==> src/rtl/hamming_dec_arbiter.sv <==
// Round-robin sequencer that shares one external Hamming [7,4] decoder among NUM_REQ requesters.
// One transaction is in flight at a time: accept, wait out the decoder latency, capture, hold until taken.
module hamming_dec_arbiter #(
    parameter int NUM_REQ     = 4,
    parameter int DEC_LATENCY = 1,
    parameter int CNT_W       = 16
) (
    input  logic                       clk,
    input  logic                       rst_n,
    input  logic [NUM_REQ-1:0]         req_valid,
    input  logic [7*NUM_REQ-1:0]       req_codeword,
    output logic [NUM_REQ-1:0]         req_ready,
    output logic [6:0]                 dec_codeword,
    input  logic [3:0]                 dec_data,
    input  logic [2:0]                 dec_syndrome,
    output logic                       rsp_valid,
    output logic [$clog2(NUM_REQ)-1:0] rsp_id,
    output logic [3:0]                 rsp_data,
    output logic                       rsp_corrected,
    input  logic                       rsp_ready,
    input  logic                       clr_count,
    output logic [CNT_W-1:0]           corr_count,
    output logic                       busy
);
    localparam int ID_W   = $clog2(NUM_REQ);
    localparam int WAIT_W = $clog2(DEC_LATENCY + 1);

    typedef enum logic [1:0] {
        ST_IDLE = 2'd0,
        ST_WAIT = 2'd1,
        ST_RESP = 2'd2
    } state_t;

    state_t            state_r;
    logic [ID_W-1:0]   rr_r;
    logic [ID_W-1:0]   id_r;
    logic [WAIT_W-1:0] wait_cnt_r;

    logic              hi_found_s;
    logic              lo_found_s;
    logic [ID_W-1:0]   hi_idx_s;
    logic [ID_W-1:0]   lo_idx_s;
    logic              grant_found_s;
    logic [ID_W-1:0]   grant_idx_s;
    logic [ID_W-1:0]   rr_next_s;
    logic [6:0]        grant_cw_s;
    logic              accept_ok_s;
    logic              capture_s;
    logic              capture_corr_s;

    function automatic logic syndrome_flag(input logic [2:0] syn);
        return (syn != 3'd0);
    endfunction

    // Round-robin pick: lowest requester at or above rr_r, otherwise wrap to the lowest overall.
    always_comb begin
        hi_found_s = 1'b0;
        hi_idx_s   = '0;
        lo_found_s = 1'b0;
        lo_idx_s   = '0;
        for (int i = NUM_REQ - 1; i >= 0; i--) begin
            lo_found_s = lo_found_s | req_valid[i];
            lo_idx_s   = req_valid[i] ? ID_W'(i) : lo_idx_s;
            hi_found_s = hi_found_s | (req_valid[i] && (ID_W'(i) >= rr_r));
            hi_idx_s   = (req_valid[i] && (ID_W'(i) >= rr_r)) ? ID_W'(i) : hi_idx_s;
        end
        grant_found_s = lo_found_s;
        grant_idx_s   = hi_found_s ? hi_idx_s : lo_idx_s;
        rr_next_s     = (grant_idx_s == ID_W'(NUM_REQ - 1)) ? '0 : grant_idx_s + ID_W'(1);
    end

    // Accept strobe and the selected codeword; strobes stay low in reset and outside IDLE.
    always_comb begin
        accept_ok_s = rst_n && (state_r == ST_IDLE) && grant_found_s;
        req_ready   = '0;
        grant_cw_s  = 7'd0;
        for (int i = 0; i < NUM_REQ; i++) begin
            req_ready[i] = accept_ok_s && (grant_idx_s == ID_W'(i));
            grant_cw_s   = (grant_idx_s == ID_W'(i)) ? req_codeword[7*i +: 7] : grant_cw_s;
        end
        capture_s      = (state_r == ST_WAIT) && (wait_cnt_r == WAIT_W'(DEC_LATENCY));
        capture_corr_s = capture_s && syndrome_flag(dec_syndrome);
    end

    assign busy = (state_r != ST_IDLE);

    // Transaction sequencer: accept, count decoder latency, then hold the response until taken.
    always_ff @(posedge clk or negedge rst_n) begin
        if (!rst_n) begin
            state_r       <= ST_IDLE;
            rr_r          <= '0;
            id_r          <= '0;
            wait_cnt_r    <= '0;
            dec_codeword  <= 7'd0;
            rsp_valid     <= 1'b0;
            rsp_id        <= '0;
            rsp_data      <= 4'd0;
            rsp_corrected <= 1'b0;
        end else begin
            case (state_r)
                ST_IDLE: begin
                    if (grant_found_s) begin
                        dec_codeword <= grant_cw_s;
                        id_r         <= grant_idx_s;
                        rr_r         <= rr_next_s;
                        wait_cnt_r   <= '0;
                        state_r      <= ST_WAIT;
                    end
                end
                ST_WAIT: begin
                    if (capture_s) begin
                        rsp_valid     <= 1'b1;
                        rsp_id        <= id_r;
                        rsp_data      <= dec_data;
                        rsp_corrected <= syndrome_flag(dec_syndrome);
                        state_r       <= ST_RESP;
                    end else begin
                        wait_cnt_r <= wait_cnt_r + WAIT_W'(1);
                    end
                end
                ST_RESP: begin
                    if (rsp_ready) begin
                        rsp_valid <= 1'b0;
                        state_r   <= ST_IDLE;
                    end
                end
                default: begin
                    state_r   <= ST_IDLE;
                    rsp_valid <= 1'b0;
                end
            endcase
        end
    end

    // Saturating corrected-word counter; a clear on a corrected capture leaves exactly one.
    always_ff @(posedge clk or negedge rst_n) begin
        if (!rst_n) begin
            corr_count <= '0;
        end else if (clr_count) begin
            corr_count <= capture_corr_s ? CNT_W'(1) : '0;
        end else if (capture_corr_s && (corr_count != {CNT_W{1'b1}})) begin
            corr_count <= corr_count + CNT_W'(1);
        end else begin
            corr_count <= corr_count;
        end
    end

endmodule

==> config.mk <==
export PLATFORM = sky130hd
export DESIGN_NAME = hamming_dec_arbiter
export DESIGN_NICKNAME = d
export VERILOG_FILES = /design/src/rtl/hamming_dec_arbiter.sv
export SDC_FILE = /design/constraint.sdc
export NUM_CORES = 1
export LEC_CHECK = 0
export ABC_CLOCK_PERIOD_IN_PS = 2800
export CAP_MARGIN = 30
export CORE_MARGIN = 8
export CORE_UTILIZATION = 40
export DETAILED_ROUTE_END_ITERATION = 7
export GPL_TIMING_DRIVEN = 0
export HOLD_SLACK_MARGIN = 0.1
export PLACE_DENSITY = 0.73
export REMOVE_ABC_BUFFERS = 1
export SLEW_MARGIN = 15
export SYNTH_ARGS = -nofsm -noshare
export SYNTH_HDL_FRONTEND = slang
export SYNTH_SLANG_ARGS = --single-unit
export TNS_END_PERCENT = 1
==> constraint.sdc <==
create_clock -name clk -period 2.8 [get_ports clk]
set_clock_uncertainty 0.1 [all_clocks]
set_input_delay 0.56 -clock clk [delete_from_list [all_inputs] [get_ports clk]]
set_output_delay 0.56 -clock clk [all_outputs]
set_load 0.005 [all_outputs]
==> flow_summary.toml <==
[clocking]
cts_buffers = 5
clk_latency_ps = 290
tritoncts = "built"
clk_path_buf_depth = 2
clock-sinks = 38
htreeDepth = 2
clk_pin_slew_ps = 80
clock-root-buffer = "clkbuf_8"

[place]
post-place-ws_ps = -1140
gp_congestion = 0.806
dp_hpwl_um = 4470
place_inst = 377
io_buffers = 78

[sta]
fin_crit_sh = 0.989
fmax_mhz = 361
fin_crit_ps = 2770
drv_slew = 0
slew-limit-headroom = 0.493
setup_slack_ps = 32.2
timing.final.setup_violations = 0
hold_viol_final = 0
rsz0062_at_grt = "yes"
worst_pin_slew_ps = 758

[layout]
antenna_cells = 0
drive_gt1_frac = 0.155
final_cells = 395
nFillCells = 418
syn_to_final_growth_pct = 52.7
fin_nets = 370

[job]
cap_violations = 0

[synth]
synth_warnings = 0
synthCells = 237
ys_seq_area_frac = 0.438
yosysTopAreaCellShare = 0.438
syn_area_per_cell_um2 = 9.16
synth_ff_type = "dfrtp_1"
synth.area.top_cells = "dfrtp_1 (44%), nand2_1 (5.4%), a21oi_1 (3.7%)"
async_flop_share = 1.00
syn_area_mm2 = 0.00217
yosysTopAreaCell = "dfrtp_1"
synth-edff-count = 0
synth_seq_cells = 38
synth.distinct_cells = 43

[detailed_routing]
firstDrtPassIters = 4
wire_per_inst_um = 16.3
ant_nets = 0
vias = 2144
viasPerCell = 5.43
finalWirelength_um = 6430
drt_iter0_drc = 117
drc = 0

[worst_setup_path]
critPathKind = "flip-flop to output pin"
cp_data_arrival_time_ps = 2110
cp_max_fo = 15
required_ps = 2140
endpoint_kind = "output pin"
startpoint_type = "flip-flop"

[floorplan]
die_w_um = 89.7
fp-row-count = 27
core-area_mm2 = 0.00537
fp.dieH_um = 89.7
start_util = 0.404
io_pins = 79
die_area_mm2 = 0.00804

[global_route]
track_usage = 0.160
antenna_found_initial = 0
first_global_vias = 1984
grt_overflow = 0
grt_pass1_wl_um = 9920
grt_max_degree = 31

[min_path]
hp-class = "input pin to asynchronous set/reset pin"

[power]
leakage_nw = 1.44
peakVddDrop_mv = 0.638
p_per_area_mw_per_mm2 = 816

[outcome]
status = "finished, final reports clean"
-- flip-flops by register name, indices dropped and copies added (netlist names) --
signal         count
wait_cnt_r         1
id_r               2
rr_r               2
dec_codeword       7
rsp_id             2
rsp_valid          1
state_r            2
corr_count        16
rsp_corrected      1
rsp_data           4
-- worst paths after layout --
check / startpoint / end / slack, ps / cells after the start
min in group clk: rsp_data[1]$_DFFE_PN0P_ / rsp_data[1]$_DFFE_PN0P_ / 380 / 2
setup reg to reg: rr_r[1]$_DFFE_PN0P_ / dec_codeword[3]$_DFFE_PN0P_ / 260 / 11
setup / recovery: rr_r[0]$_DFFE_PN0P_ / req_ready[2] / 30 / 7
hold reg to reg: rsp_data[1]$_DFFE_PN0P_ / rsp_data[1]$_DFFE_PN0P_ / 380 / 2
max in group asynchronous: rst_n / state_r[0]$_DFFE_PN0P_ / 1490 / 2
hold / removal: rst_n / dec_codeword[5]$_DFFE_PN0P_ / 120 / 2
-- cell usage in the layout, fill, tap and decap left out, types with 5 or more instances in the layout --
master           netlist  layout
nand2_1               31      31
clkbuf_8               0       6
a221oi_1               6       6
nor2_1                12      11
or4_1                  5       5
inv_1                 14      12
mux2_2                 5       5
and3_1                 6       6
a21oi_1               16      15
o31ai_1                6       6
o21ai_0               13      13
clkdlybuf4s50_1        0      69
nand3_1                8       8
a31oi_1                7       7
or3_1                  7       7
dfrtp_1               38      36
buf_4                  1       9
a211o_1                7       7
-- cells in the mapped netlist, types with 5 or more instances --
cell type,count
nor2_1,12
or4_1,5
inv_1,14
or3_1,7
ha_1,5
and3_1,6
o31ai_1,6
nand3_1,8
a211o_1,7
mux2_2,5
a21oi_1,16
nor2b_1,5
clkbuf_1,9
nand2_1,31
o21ai_0,13
dfrtp_1,38
a31oi_1,7
a221oi_1,6
-- metrics by stage --
stage                util  setup TNS [ps]  hold WS (ps)  area (µm²)  total power, mW
global route        0.617           -75.5           109        3320             2.92
global placement    0.557           -8940           346        2990             1.94
CTS                 0.612            -302           116        3290             2.69
detailed placement  0.561           -7880           358        3020             1.97
finish              0.617               0           118        3320             2.71
floorplan               -               0           164        2120             1.44
-- power by group --
part	total (mW)	internal [mW]	switching, mW
Sequential	0.874	0.727	0.146
Clock	0.580	0.380	0.200
Combinational	1.25	0.667	0.586
-- worst max-delay path, stage by stage, from the launching register on --
cell	delay, ps
dfrtp_1	430
inv_2	60
a22o_1	230
a211oi_4	360
inv_2	100
ha_4	230
and3_1	150
dlygate4sd2_1	260
-- kinds of logic after synthesis --
logic type	Yosys count	synth area share
flip-flops	38	0.438
multiplexers	5	0.0259
buffers and inverters	26	0.0478
AND/OR/NAND/NOR	98	0.263
adder cells (fa/ha/maj)	5	0.0288
AO/OA/AOI/OAI	65	0.197
-- area by class of cell --
cell class	instances	area (µm²)	area share
clock buffer	6	82.6	0.0249
tap	72	90.1	0.0272
clock inverter	2	60.1	0.0181
multi-input combinational	174	1220	0.367
sequential	38	953	0.288
inverter	14	52.6	0.0158
timing repair buffer	89	860	0.259
-- repair_timing --
action,in CTS,in global routing
setup endpoints to repair,11,10
hold endpoints to repair,12,0
pin swaps,6,4
setup buffers,6,2
resized for setup,22,12
cloned,0,1
hold buffers,1,0
-- metal layers --
| metal | wire length (µm) | global-route usage |
|---|---|---|
| met3 | 345 | 0.0364 |
| met5 | 0 | 0 |
| met4 | 106 | 0.0544 |
| met2 | 3200 | 0.274 |
| met1 | 2780 | 0.191 |
Note: power is estimated with default switching activity, not from simulation.
